<file path="config.mk">
export PLATFORM = sky130hd
export DESIGN_NAME = cfm_uart
export DESIGN_NICKNAME = d
export VERILOG_FILES = /design/src/rtl/cfm_uart.sv
export SDC_FILE = /design/constraint.sdc
export NUM_CORES = 1
export LEC_CHECK = 0
export CORE_UTILIZATION = 54
export CTS_BUF_LIST = sky130_fd_sc_hd__clkbuf_4 sky130_fd_sc_hd__clkbuf_8
export DETAILED_ROUTE_END_ITERATION = 8
export PLACE_DENSITY = 0.83
export SETUP_SLACK_MARGIN = 0.05
export SLEW_MARGIN = 20
export SYNTH_ARGS = -nofsm -noshare
export SYNTH_HDL_FRONTEND = slang
export SYNTH_SLANG_ARGS = --single-unit
</file>
<file path="constraint.sdc">
create_clock -name clk_core -period 2.1 [get_ports clk_core]
set_clock_uncertainty 0.05 [all_clocks]
set_input_delay 0.42 -clock clk_core [delete_from_list [all_inputs] [get_ports clk_core]]
set_output_delay 0.42 -clock clk_core [all_outputs]
set_load 0.02 [all_outputs]
</file>
<file path="src/rtl/cfm_uart.sv">
// Byte-oriented 8N1 UART for the CFM core: a TX shift engine with a valid/ready handshake,
// and an RX engine with a mid-bit sampler, a one-entry holding register and sticky error flags.
module cfm_uart #(
  parameter int CLKS_PER_BIT   = 345,
  parameter int IDLE_STOP_BITS = 1
) (
  input  logic       clk_core,
  input  logic       resetn,
  input  logic [7:0] tx_data,
  input  logic       tx_valid,
  output logic       tx_ready,
  output logic [7:0] rx_data,
  output logic       rx_valid,
  input  logic       rx_ack,
  output logic       rx_overrun,
  output logic       rx_frame_err,
  input  logic       err_clr,
  output logic       TX,
  input  logic       RX
);

  localparam int             CW        = $clog2(CLKS_PER_BIT + 1);
  localparam logic [CW-1:0]  BIT_LAST  = CW'(CLKS_PER_BIT - 1);
  localparam logic [CW-1:0]  HALF_BIT  = CW'(CLKS_PER_BIT / 2);
  localparam logic [CW-1:0]  CNT_ZERO  = CW'(0);
  localparam logic [CW-1:0]  CNT_ONE   = CW'(1);
  localparam logic [1:0]     STOP_LAST = 2'(IDLE_STOP_BITS);

  typedef enum logic [1:0] {
    TX_IDLE  = 2'd0,
    TX_START = 2'd1,
    TX_DATA  = 2'd2,
    TX_STOP  = 2'd3
  } tx_state_e;

  typedef enum logic [1:0] {
    RX_IDLE  = 2'd0,
    RX_START = 2'd1,
    RX_DATA  = 2'd2,
    RX_STOP  = 2'd3
  } rx_state_e;

  tx_state_e     tx_state_q, tx_state_d;
  logic [CW-1:0] tx_cnt_q, tx_cnt_d;
  logic [2:0]    tx_bit_q, tx_bit_d;
  logic [1:0]    tx_stop_q, tx_stop_d;
  logic [7:0]    tx_shift_q, tx_shift_d;
  logic          tx_line_q, tx_line_d;

  rx_state_e     rx_state_q, rx_state_d;
  logic [CW-1:0] rx_cnt_q, rx_cnt_d;
  logic [2:0]    rx_bit_q, rx_bit_d;
  logic [7:0]    rx_shift_q, rx_shift_d;
  logic          rx_meta_q, rx_sync_q, rx_prev_q;
  logic [7:0]    rx_data_q, rx_data_d;
  logic          rx_valid_q, rx_valid_d;
  logic          rx_ovr_q, rx_ovr_d;
  logic          rx_ferr_q, rx_ferr_d;
  logic          rx_done_s, rx_ferr_set_s, rx_ovr_set_s;

  assign TX           = tx_line_q;
  assign tx_ready     = (tx_state_q == TX_IDLE);
  assign rx_data      = rx_data_q;
  assign rx_valid     = rx_valid_q;
  assign rx_overrun   = rx_ovr_q;
  assign rx_frame_err = rx_ferr_q;

  // TX next-state: line value is registered so it changes exactly on bit boundaries
  always_comb begin
    tx_state_d = tx_state_q;
    tx_cnt_d   = tx_cnt_q;
    tx_bit_d   = tx_bit_q;
    tx_stop_d  = tx_stop_q;
    tx_shift_d = tx_shift_q;
    tx_line_d  = tx_line_q;
    case (tx_state_q)
      TX_IDLE: begin
        tx_cnt_d  = CNT_ZERO;
        tx_bit_d  = 3'd0;
        tx_stop_d = 2'd0;
        tx_line_d = 1'b1;
        if (tx_valid) begin
          tx_shift_d = tx_data;
          tx_line_d  = 1'b0;
          tx_state_d = TX_START;
        end else begin
          tx_state_d = TX_IDLE;
        end
      end
      TX_START: begin
        if (tx_cnt_q == BIT_LAST) begin
          tx_cnt_d   = CNT_ZERO;
          tx_line_d  = tx_shift_q[0];
          tx_state_d = TX_DATA;
        end else begin
          tx_cnt_d = tx_cnt_q + CNT_ONE;
        end
      end
      TX_DATA: begin
        if (tx_cnt_q == BIT_LAST) begin
          tx_cnt_d = CNT_ZERO;
          if (tx_bit_q == 3'd7) begin
            tx_line_d  = 1'b1;
            tx_state_d = TX_STOP;
          end else begin
            tx_bit_d   = tx_bit_q + 3'd1;
            tx_shift_d = {1'b0, tx_shift_q[7:1]};
            tx_line_d  = tx_shift_q[1];
          end
        end else begin
          tx_cnt_d = tx_cnt_q + CNT_ONE;
        end
      end
      TX_STOP: begin
        if (tx_cnt_q == BIT_LAST) begin
          tx_cnt_d = CNT_ZERO;
          if (tx_stop_q == STOP_LAST) begin
            tx_state_d = TX_IDLE;
          end else begin
            tx_stop_d = tx_stop_q + 2'd1;
          end
        end else begin
          tx_cnt_d = tx_cnt_q + CNT_ONE;
        end
      end
      default: begin
        tx_state_d = TX_IDLE;
        tx_line_d  = 1'b1;
      end
    endcase
  end

  // TX state registers
  always_ff @(posedge clk_core or negedge resetn) begin
    if (!resetn) begin
      tx_state_q <= TX_IDLE;
      tx_cnt_q   <= CNT_ZERO;
      tx_bit_q   <= 3'd0;
      tx_stop_q  <= 2'd0;
      tx_shift_q <= 8'h00;
      tx_line_q  <= 1'b1;
    end else begin
      tx_state_q <= tx_state_d;
      tx_cnt_q   <= tx_cnt_d;
      tx_bit_q   <= tx_bit_d;
      tx_stop_q  <= tx_stop_d;
      tx_shift_q <= tx_shift_d;
      tx_line_q  <= tx_line_d;
    end
  end

  // RX synchronizer; rx_prev_q gives the falling-edge reference for start detection
  always_ff @(posedge clk_core or negedge resetn) begin
    if (!resetn) begin
      rx_meta_q <= 1'b1;
      rx_sync_q <= 1'b1;
      rx_prev_q <= 1'b1;
    end else begin
      rx_meta_q <= RX;
      rx_sync_q <= rx_meta_q;
      rx_prev_q <= rx_sync_q;
    end
  end

  // RX next-state: counter runs down to the mid-bit sample point
  always_comb begin
    rx_state_d    = rx_state_q;
    rx_cnt_d      = rx_cnt_q;
    rx_bit_d      = rx_bit_q;
    rx_shift_d    = rx_shift_q;
    rx_done_s     = 1'b0;
    rx_ferr_set_s = 1'b0;
    case (rx_state_q)
      RX_IDLE: begin
        if (rx_prev_q && !rx_sync_q) begin
          rx_cnt_d   = HALF_BIT;
          rx_state_d = RX_START;
        end else begin
          rx_state_d = RX_IDLE;
        end
      end
      RX_START: begin
        if (rx_cnt_q == CNT_ZERO) begin
          if (rx_sync_q) begin
            rx_state_d = RX_IDLE;
          end else begin
            rx_cnt_d   = BIT_LAST;
            rx_bit_d   = 3'd0;
            rx_state_d = RX_DATA;
          end
        end else begin
          rx_cnt_d = rx_cnt_q - CNT_ONE;
        end
      end
      RX_DATA: begin
        if (rx_cnt_q == CNT_ZERO) begin
          rx_shift_d = {rx_sync_q, rx_shift_q[7:1]};
          rx_cnt_d   = BIT_LAST;
          if (rx_bit_q == 3'd7) begin
            rx_state_d = RX_STOP;
          end else begin
            rx_bit_d = rx_bit_q + 3'd1;
          end
        end else begin
          rx_cnt_d = rx_cnt_q - CNT_ONE;
        end
      end
      RX_STOP: begin
        if (rx_cnt_q == CNT_ZERO) begin
          rx_state_d = RX_IDLE;
          if (rx_sync_q) begin
            rx_done_s = 1'b1;
          end else begin
            rx_ferr_set_s = 1'b1;
          end
        end else begin
          rx_cnt_d = rx_cnt_q - CNT_ONE;
        end
      end
      default: begin
        rx_state_d = RX_IDLE;
      end
    endcase
  end

  // Holding register and sticky flags; a set event beats err_clr in the same cycle
  always_comb begin
    rx_data_d    = rx_data_q;
    rx_valid_d   = rx_valid_q;
    rx_ovr_set_s = 1'b0;
    if (rx_done_s) begin
      if (!rx_valid_q || rx_ack) begin
        rx_data_d  = rx_shift_q;
        rx_valid_d = 1'b1;
      end else begin
        rx_ovr_set_s = 1'b1;
      end
    end else if (rx_ack && rx_valid_q) begin
      rx_valid_d = 1'b0;
    end else begin
      rx_valid_d = rx_valid_q;
    end
    if (rx_ovr_set_s) begin
      rx_ovr_d = 1'b1;
    end else if (err_clr) begin
      rx_ovr_d = 1'b0;
    end else begin
      rx_ovr_d = rx_ovr_q;
    end
    if (rx_ferr_set_s) begin
      rx_ferr_d = 1'b1;
    end else if (err_clr) begin
      rx_ferr_d = 1'b0;
    end else begin
      rx_ferr_d = rx_ferr_q;
    end
  end

  // RX state and output registers
  always_ff @(posedge clk_core or negedge resetn) begin
    if (!resetn) begin
      rx_state_q <= RX_IDLE;
      rx_cnt_q   <= CNT_ZERO;
      rx_bit_q   <= 3'd0;
      rx_shift_q <= 8'h00;
      rx_data_q  <= 8'h00;
      rx_valid_q <= 1'b0;
      rx_ovr_q   <= 1'b0;
      rx_ferr_q  <= 1'b0;
    end else begin
      rx_state_q <= rx_state_d;
      rx_cnt_q   <= rx_cnt_d;
      rx_bit_q   <= rx_bit_d;
      rx_shift_q <= rx_shift_d;
      rx_data_q  <= rx_data_d;
      rx_valid_q <= rx_valid_d;
      rx_ovr_q   <= rx_ovr_d;
      rx_ferr_q  <= rx_ferr_d;
    end
  end

endmodule

</file>
# Yosys cells after proc, flatten, opt, wreduce, memory -nomap -nowiden
# Index checks and enable logic that the tools add are counted.
[word_totals]
ff_bits = 61
inputBits = 14
output_inout_bits = 13
word_cells = 133
[classes]
n_addsub = 5
eq_ne = 28
n_mux = 56
n_reduce_logical = 27
[op_table]
columns = ["operator", "n"]
rows = [
  ["$mux W9", 6],
  ["$pmux W9 S4", 1],
  ["$ne A2 B2 Y1 const B", 16],
  ["$mux W2", 12],
  ["$mux W8", 3],
  ["$mux W1", 20],
  ["$mux W3", 6],
  ["$pmux W9 S2", 1],
  ["$pmux W2 S4", 2],
  ["$pmux W8 S2", 1],
  ["$pmux W3 S2", 2],
  ["$reduce_and A3 Y1", 4],
  ["$reduce_bool A2 Y1", 6],
  ["$reduce_and A5 Y1", 2],
  ["$add A9 B1 Y9 const B", 1],
  ["$eq A9 B9 Y1 const B", 1],
  ["$logic_not A9 Y1", 1],
  ["$sub A9 B1 Y9 const B", 1],
  ["$eq A2 B2 Y1 const B", 4],
  ["$reduce_and A4 Y1", 2],
  ["$add A3 B1 Y3 const B", 2],
  ["$eq A2 B1 Y1 const B", 3],
  ["$eq A3 B3 Y1 const B", 2],
  ["$reduce_and A2 Y1", 3],
  ["11 further kinds", 14],
]

# Logic depth before layout (Yosys ltp)
# Gate-level depths: netlist of run 1.
[depth]
ltp_word = 5
ltp_mapped = 8
depth_no_buf = 6

# Least setup slack after synthesis of run 1
# Ideal clock, no wire load.
[synth_path]
path_type = "flip-flop to flip-flop"
from = "register tx_cnt_q[2]"
to = "register tx_state_q[1]"
setup_time_ns = 0.127
t_arrival_ns = 1.917
required_time_ns = 1.923
path_slack_ns = 0.006
path_stages_with_launch = 5
path_buffers = 0
synth_period_minus_slack_ns = 2.094
cell_sequence = "dfrtp_1 -> or4b_4 -> or2_1 -> a222oi_1 -> mux2_1"
[synth_between]
elab_chain_cells = 3
word_cells_on_any_way = 5
cone_classes = "eq/ne (4); reduce/logical (1)"
[synth_lines]
columns = ["item", "line", "text"]
rows = [
  ["start: declaration", "44", "logic [CW-1:0] tx_cnt_q, tx_cnt_d;"],
  ["start signal: assignment", "144", "tx_cnt_q <= tx_cnt_d;"],
  ["$eq A9 B9 Y1 (*)", "91, 100, 115", ""],
  ["$ne A2 B2 Y1 (no line)", "n/a", ""],
  ["$reduce_and A5 Y1 (no line) (*)", "n/a", ""],
  ["end signal: assignment", "143", "tx_state_q <= tx_state_d;"],
  ["end: declaration", "43", "tx_state_e tx_state_q, tx_state_d;"],
]
# Every way passes the cells marked *; elsewhere a longest branch is shown, timed or not.
# A chain may end at the register's enable or synchronous reset.

# Final worst setup path of run 1
[layout_path]
from = "register tx_cnt_q[0]"
to = "register tx_bit_q[0]"
[layout_between]
elab_chain_cells = 3
[layout_lines]
columns = ["item", "line", "text"]
rows = [
  ["$eq A9 B9 Y1", "100", "if (tx_cnt_q == BIT_LAST) begin"],
  ["$ne A2 B2 Y1 (no line)", "n/a", ""],
  ["$reduce_and A3 Y1 (no line)", "n/a", ""],
  ["end signal: assignment", "145", "tx_bit_q <= tx_bit_d;"],
  ["end: declaration", "45", "logic [2:0] tx_bit_q, tx_bit_d;"],
]
# No other way between the ends.

==> summary.txt, run 1 <==
Status = completed
Routed vias = 2600
Num CTS Buffers = 9
CP Launch Type = register
Max_slew headroom = 62.6%
Initial antenna violation count = 0
Area delta synth->final = 23.9%
F_max = 0.480 GHz
Mux contribution to synthesized area = 9.19%
Dpl hpwl = 4.68 mm
Die W = 79.1 microns
Clock latency on the worst-skew pair = 0.35 ns
Initial core utilization = 57.3%
RSZ-0062 raised after global routing = yes
Root Driver = clkbuf_8
Vias in the first global route = 2528
Register area = 1530 sq um
Yosys Warn Count = 0
Max Cap Violations = 0
Unique cell type count in the Yosys netlist = 47
Setup violators final = 0
Hold Worst Slack = 0.0164 ns
Avg Inst Size Synth = 10.4 sq um
Worst Hold Class = input port to async pin
Slowest CP cell = or4bb_4
Worst-path clk slew = 0.08 ns
Total power = 3.56 mW
Cell family with most CP delay = simple AND/OR/NAND/NOR gates
Yosys reg bits = 61
Critical path type = register to register
Worst VDD drop = 599 uV
Most frequent cells in the layout = 57 x dfrtp_1, 27 x buf_4, 24 x clkdlybuf4s50_1, 21 x nand2_1
H-tree lvl count = 3
Total of fill cells in the finished design = 409
Clock buffer depth = 2
Global placement routability congestion = 0.928
Worst path cell trace = inv_1, ha_1, or4bb_4, or4_4, xnor2_1, a21o_1
Commonest non-fill, non-tap cell in the layout = dfrtp_1
Die Ht = 79.1 microns
Worst-margin pin slew = 0.560 ns
Synthesized cell area = 3210 sq um
Synth Flop Type = dfrtp_1
Die area = 6260 sq um
PD cells = 894 nW/um^2
Final non-filler cell area = 3980 sq um
P_leak = 1.75 nW
CP max stage delay = 0.48 ns
Buf/Inv on CP = 1
Global-route wire length before repair = 11.8 mm
Final period util = 99.2%
I/O Buffers = 26
Crit end category = register
Synth Area in Compound Gates = 12.5%
DRC Markers = 0
I/O pins = 27
Required time worst endpoint = 2.28 ns
Setup TNS = 0 ns
Synth Area in XOR/XNOR = 2.73%
Post-synth EDFFs = 0
Final WL = 7.24 mm
CP arrival = 2.27 ns
Final slew viol count = 0
Hold Fails Final Rpt = 0
Multi-input gate area = 1600 sq um
Core area = 5610 sq um
Post-Synthesis Cells = 309
Mapped Nets = 343
Post-DP Area = 3710 sq um
Combinational family with the most area after synthesis = simple AND/OR/NAND/NOR gates
Largest net degree at the start of global routing = 62
Worst-path fanout max = 4
Share of cells above drive strength 1 = 23.6%
Hold_buf cts = 0
Final Critical Period = 2.08 ns
Simple-gate portion of the synthesized area = 16.3%
Standard-cell rows = 27
Wire per inst = 16.5 microns
Post-route ant nets = 0
Adder-Cell Fraction of Synth Area = 7.79%
CTS tree = yes
Vias per std cell = 5.91
Register area share after synthesis = 47.7%
Clk sink count = 61
First-pass DRT Iterations = 5
GR Util All Layers = 24.7%
Asr flop ratio synth = 100%
GR Overflow Total = 0
Final nets = 397
Final antenna diode count = 0
DR iter-0 viols = 207
==> power breakdown <==
part	switching [mW]	total, mW	internal [mW]	leakage, nW
Sequential	0.0779	1.36	1.28	0.763
Clock	0.522	1.08	0.562	0.101
Combinational	0.645	1.11	0.469	0.890
==> layout make-up <==
type                            count  share of cell area, %
Clock inverter                      7                   1.95
Clock buffer                        9                   3.11
Inverter                           21                   1.98
Tap cell                           72                   2.26
Multi-Input combinational cell    216                   40.2
Sequential cell                    61                   38.5
Timing Repair Buffer               54                   12.0
==> kinds of logic after synthesis <==
kind of cell / Yosys count
and+or+nand+nor: 100
DFF: 61
AOI/OAI and AO/OA: 59
buffers and inverters: 32
muxes: 27
adders and majority gates: 20
xor gates and xnor gates: 10
==> worst reg2reg max path, cell delays in order (launching register included) <==
cell and delay, ns:
dfrtp_1 0.42, inv_1 0.07, ha_1 0.17, or4bb_4 0.48, or4_4 0.46, xnor2_1 0.14, a21o_1 0.17
==> repair_timing <==
item                                   CTS  global route
cloned                                   0             0
buffers inserted                         2             2
setup endpoints to repair                6            32
endpoints found under the hold margin    0             0
pin swaps                                2             0
resized for setup                        3            10
==> Yosys cell counts, drive strengths merged (2+ instances only) <==
cell type | instances | area (sq um)
nor4 | 3 | 25.0
a22oi | 8 | 60.1
nand2b | 6 | 37.5
dfstp | 4 | 105
xnor2 | 7 | 61.3
or4 | 3 | 22.5
a31oi | 6 | 37.5
ha | 20 | 250
o22ai | 2 | 12.5
o31ai | 2 | 15.0
nor3 | 6 | 35.0
nor3b | 3 | 22.5
xor2 | 3 | 26.3
a211oi | 4 | 35.0
mux2i | 7 | 70.1
nand4 | 5 | 31.3
o21ai | 10 | 50.1
a21oi | 9 | 45.0
o32ai | 2 | 17.5
clkbuf | 10 | 37.5
nand3 | 16 | 80.1
inv | 21 | 78.8
nor2b | 3 | 18.8
mux2 | 20 | 225
or3 | 3 | 18.8
o211ai | 8 | 60.1
nand2 | 22 | 82.6
dfrtp | 57 | 1430
a21o | 2 | 15.0
or2 | 3 | 18.8
nor2 | 21 | 78.8
and2 | 3 | 18.8
==> state kept, by name, summed over array words and instances, names as in the netlist, named ones only <==
signal / flops
TX: 1
rx_cnt_q: 9
rx_frame_err: 1
tx_bit_q: 3
rx_bit_q: 3
rx_meta_q: 1
rx_valid: 1
rx_shift_q: 8
tx_cnt_q: 9
rx_data: 8
tx_stop_q: 2
rx_overrun: 1
tx_shift_q: 8
rx_state_q: 1
rx_prev_q: 1
rx_sync_q: 1
tx_state_q: 2
==> through the flow <==
stage	std cells	setup WS [ns]	utilization [%]
after floorplan	309	0.00801	-
after global placement	420	0.0841	66.2
after detailed placement	420	-0.0138	66.2
after CTS	438	0.0434	70.2
after global routing	440	-0.0202	71.0
final	440	0.0165	71.0
==> final timing paths <==
kind,startpoint,to,slack (ns),depth (start not counted)
worst min-delay path,resetn,tx_shift_q[2],0.02,2
max in group asynchronous,resetn,rx_prev_q,1.67,2
worst min register to register,rx_meta_q,rx_sync_q,0.31,0
worst max register to register,tx_cnt_q[0],tx_bit_q[0],0.02,6
min in group clk_core,rx_meta_q,rx_sync_q,0.31,0
worst max-delay path,tx_cnt_q[0],tx_bit_q[0],0.02,6
==> metal layers <==
metal  part of all wire (%)  vias to the layer above  track usage (%)
li1                       -                     1218                -
met1                     43                     1283             30.7
met2                     50                       86             41.0
met3                    4.8                       13             7.36
met4                    1.5                        0             8.00
met5                      0                        -                0
Power figures use the tool's default switching activity.
==> run 2: changes to the inputs <==
--- a/config.mk
+++ b/config.mk
@@ -5,10 +5,10 @@
 export SDC_FILE = /design/constraint.sdc
 export NUM_CORES = 1
 export LEC_CHECK = 0
-export CORE_UTILIZATION = 54
+export CORE_UTILIZATION = 60
 export CTS_BUF_LIST = sky130_fd_sc_hd__clkbuf_4 sky130_fd_sc_hd__clkbuf_8
 export DETAILED_ROUTE_END_ITERATION = 8
-export PLACE_DENSITY = 0.83
+export PLACE_DENSITY = 0.87
 export SETUP_SLACK_MARGIN = 0.05
 export SLEW_MARGIN = 20
 export SYNTH_ARGS = -nofsm -noshare
==> constraint.sdc (replaced) <==
create_clock -name clk_core -period 2.2 [get_ports clk_core]
set_clock_uncertainty 0.05 [all_clocks]
set_input_delay 0.44 -clock clk_core [delete_from_list [all_inputs] [get_ports clk_core]]
set_output_delay 0.44 -clock clk_core [all_outputs]
set_load 0.02 [all_outputs]
==> run 2 against run 1 <==
Compared with the run above:
- utilization grew 5.3 points
- worst hold slack improved by 0.025 ns
- highest routed layer unchanged
- cell count decreased by 3.0%
- largest cell class unchanged
- critical endpoint is now rx_cnt_q[3]
- global-route usage rose by 1.5 points
- critical path type unchanged
==> summary.txt, run 2 (synthesis results as in run 1) <==
Worst R2R Start = rx_cnt_q[5]
Max_slew headroom = 51.8%
Met1 GRT Util = 34.6%
Final WL = 6.60 mm
Die area = 5650 sq um
First-pass DRT Iterations = 4
Commonest non-fill, non-tap cell in the layout = dfrtp_1
Post-route ant nets = 0
CP Launch Type = register
Internal power = 2.38 mW
Critical path type = register to register
P_leak = 1.71 nW
Sequential share of power = 37.9%
Routed vias = 2508
Max Cap Violations = 0
Clk sink count = 61
Finished Layout Cells = 427
Core area = 5140 sq um
Crit path from = rx_cnt_q[5]
DR iter-0 viols = 165
I/O pins = 27
Final period util = 97.4%
Worst Hold Class = input port to async pin
Dpl hpwl = 4.48 mm
Worst-path fanout max = 7
Final slew viol count = 0
CTS tree = yes
DRC Markers = 0
Vias in the first global route = 2424
Clock buffer depth = 2
Comb power frac = 27.1%
H-tree lvl count = 3
Initial core utilization = 62.5%
Worst Setup EP = rx_cnt_q[3]
Setup violators final = 0
Crit end category = register
Num CTS Buffers = 9
Die W = 75.2 microns
Net Switching = 1.09 mW
Worst-path clk slew = 0.07 ns
Post-Place Cells = 408
Total of fill cells in the finished design = 350
RSZ-0062 raised after global routing = yes
Clock latency on the worst-skew pair = 0.34 ns
Hold Worst Slack = 0.0419 ns
Hold_buf cts = 0
Final antenna diode count = 0
R2R Path End = rx_cnt_q[3]
R2R depth = 4
Largest net degree at the start of global routing = 62
Root Driver = clkbuf_8
PD cells = 885 nW/um^2
Top flop regs = rx_cnt_q: 9 flops, tx_cnt_q: 9 flops
Share of cells above drive strength 1 = 19.9%
Required time worst endpoint = 2.37 ns
Vias per std cell = 5.87
Initial antenna violation count = 0
GR Overflow Total = 0
Final core utilization = 76.3%
Global-route wire length before repair = 11.0 mm
Hold Fails Final Rpt = 0
Register-to-register setup slack = 0.06 ns
Most frequent cells in the layout = 57 x dfrtp_1, 24 x clkdlybuf4s50_1, 22 x nand2_1, 21 x inv_1, 21 x nor2_1
Met3 usage = 6.56%
M2 GR Usage = 41.5%
Area delta synth->final = 22.1%
Status = completed
GR Util All Layers = 26.2%
Global placement routability congestion = 0.919
Most Crowded Layer GR = met2
Worst VDD drop = 801 uV
I/O Buffers = 26
Final nets = 386
Final Critical Period = 2.14 ns
Die Ht = 75.2 microns
Sw Ratio = 31.3%
Wire per inst = 15.5 microns
CP arrival = 2.32 ns
Clock share of power = 35.1%
F_max = 0.467 GHz
Standard-cell rows = 26
Worst-margin pin slew = 0.717 ns
run 2: cell types whose count changed in the layout (fill, tap and decap cells not counted), sizes merged:
cell and change:
inv -4, buf -11, clkdlybuf4s15 -1, clkinv +2, bufinv +2, dlygate4sd2 +1
run 2: timing repair:
item                       CTS  global route
resized for setup            3             6
hold endpoints to repair     0             0
buffers inserted             1             2
setup endpoints to repair    2            27
pin swaps                    1             4
run 2: routing by layer:
layer | vias up | share of wire [%]
met5 | - | 0
li1 | 1199 | -
met1 | 1229 | 45
met4 | 0 | 1.4
met3 | 15 | 4.0
met2 | 65 | 49
run 2: worst min path at each step:
stage              start            end  slack [ns]  depth (start not counted)
2_1_floorplan     resetn      async pin        0.09                          0
6_report          resetn  tx_shift_q[2]        0.04                          2
3_5_place_dp   rx_meta_q      rx_sync_q        0.30                          0
3_3_place_gp   rx_meta_q      rx_sync_q        0.30                          0
4_1_cts           resetn  tx_shift_q[2]        0.06                          2
5_1_grt           resetn  tx_shift_q[2]        0.06                          2
run 2: worst max-delay path: stages (launching register included):
cell and delay [ns]:
dfrtp_1 0.42, or3_1 0.47, or4_1 0.68, and2_1 0.26, o32a_1 0.16
run 2: metrics by stage:
stage,setup TNS (ns),power [mW],worst slack [ns],area [sq um]
floorplan,0,1.97,0.106,3210
global placement,0,2.23,0.107,3630
CTS,0,3.48,0.0511,3890
finish,0,3.47,0.0566,3920
detailed placement,0,2.25,0.0247,3630
global route,-0.0597,3.63,-0.0254,3920
run 2: layout make-up:
cell class | count | area [sq um] | share of cell area (%)
multi-input cells | 216 | 1580 | 40.3
flip-flops and latches | 61 | 1530 | 39.1
repair buffers | 43 | 394 | 10.1
clock buffers | 9 | 124 | 3.16
clock inverters | 7 | 124 | 3.16
well taps | 70 | 87.6 | 2.23
inverters | 21 | 78.8 | 2.01
run 2: power groups by stage:
stage / clock network [mW] / logic (mW) / registers, mW
floorplan: 0 / 0.655 / 1.32
detailed placement: 0 / 0.917 / 1.33
CTS: 1.24 / 0.929 / 1.31
global route: 1.27 / 1.04 / 1.33
global placement: 0 / 0.903 / 1.32
finish: 1.22 / 0.940 / 1.31
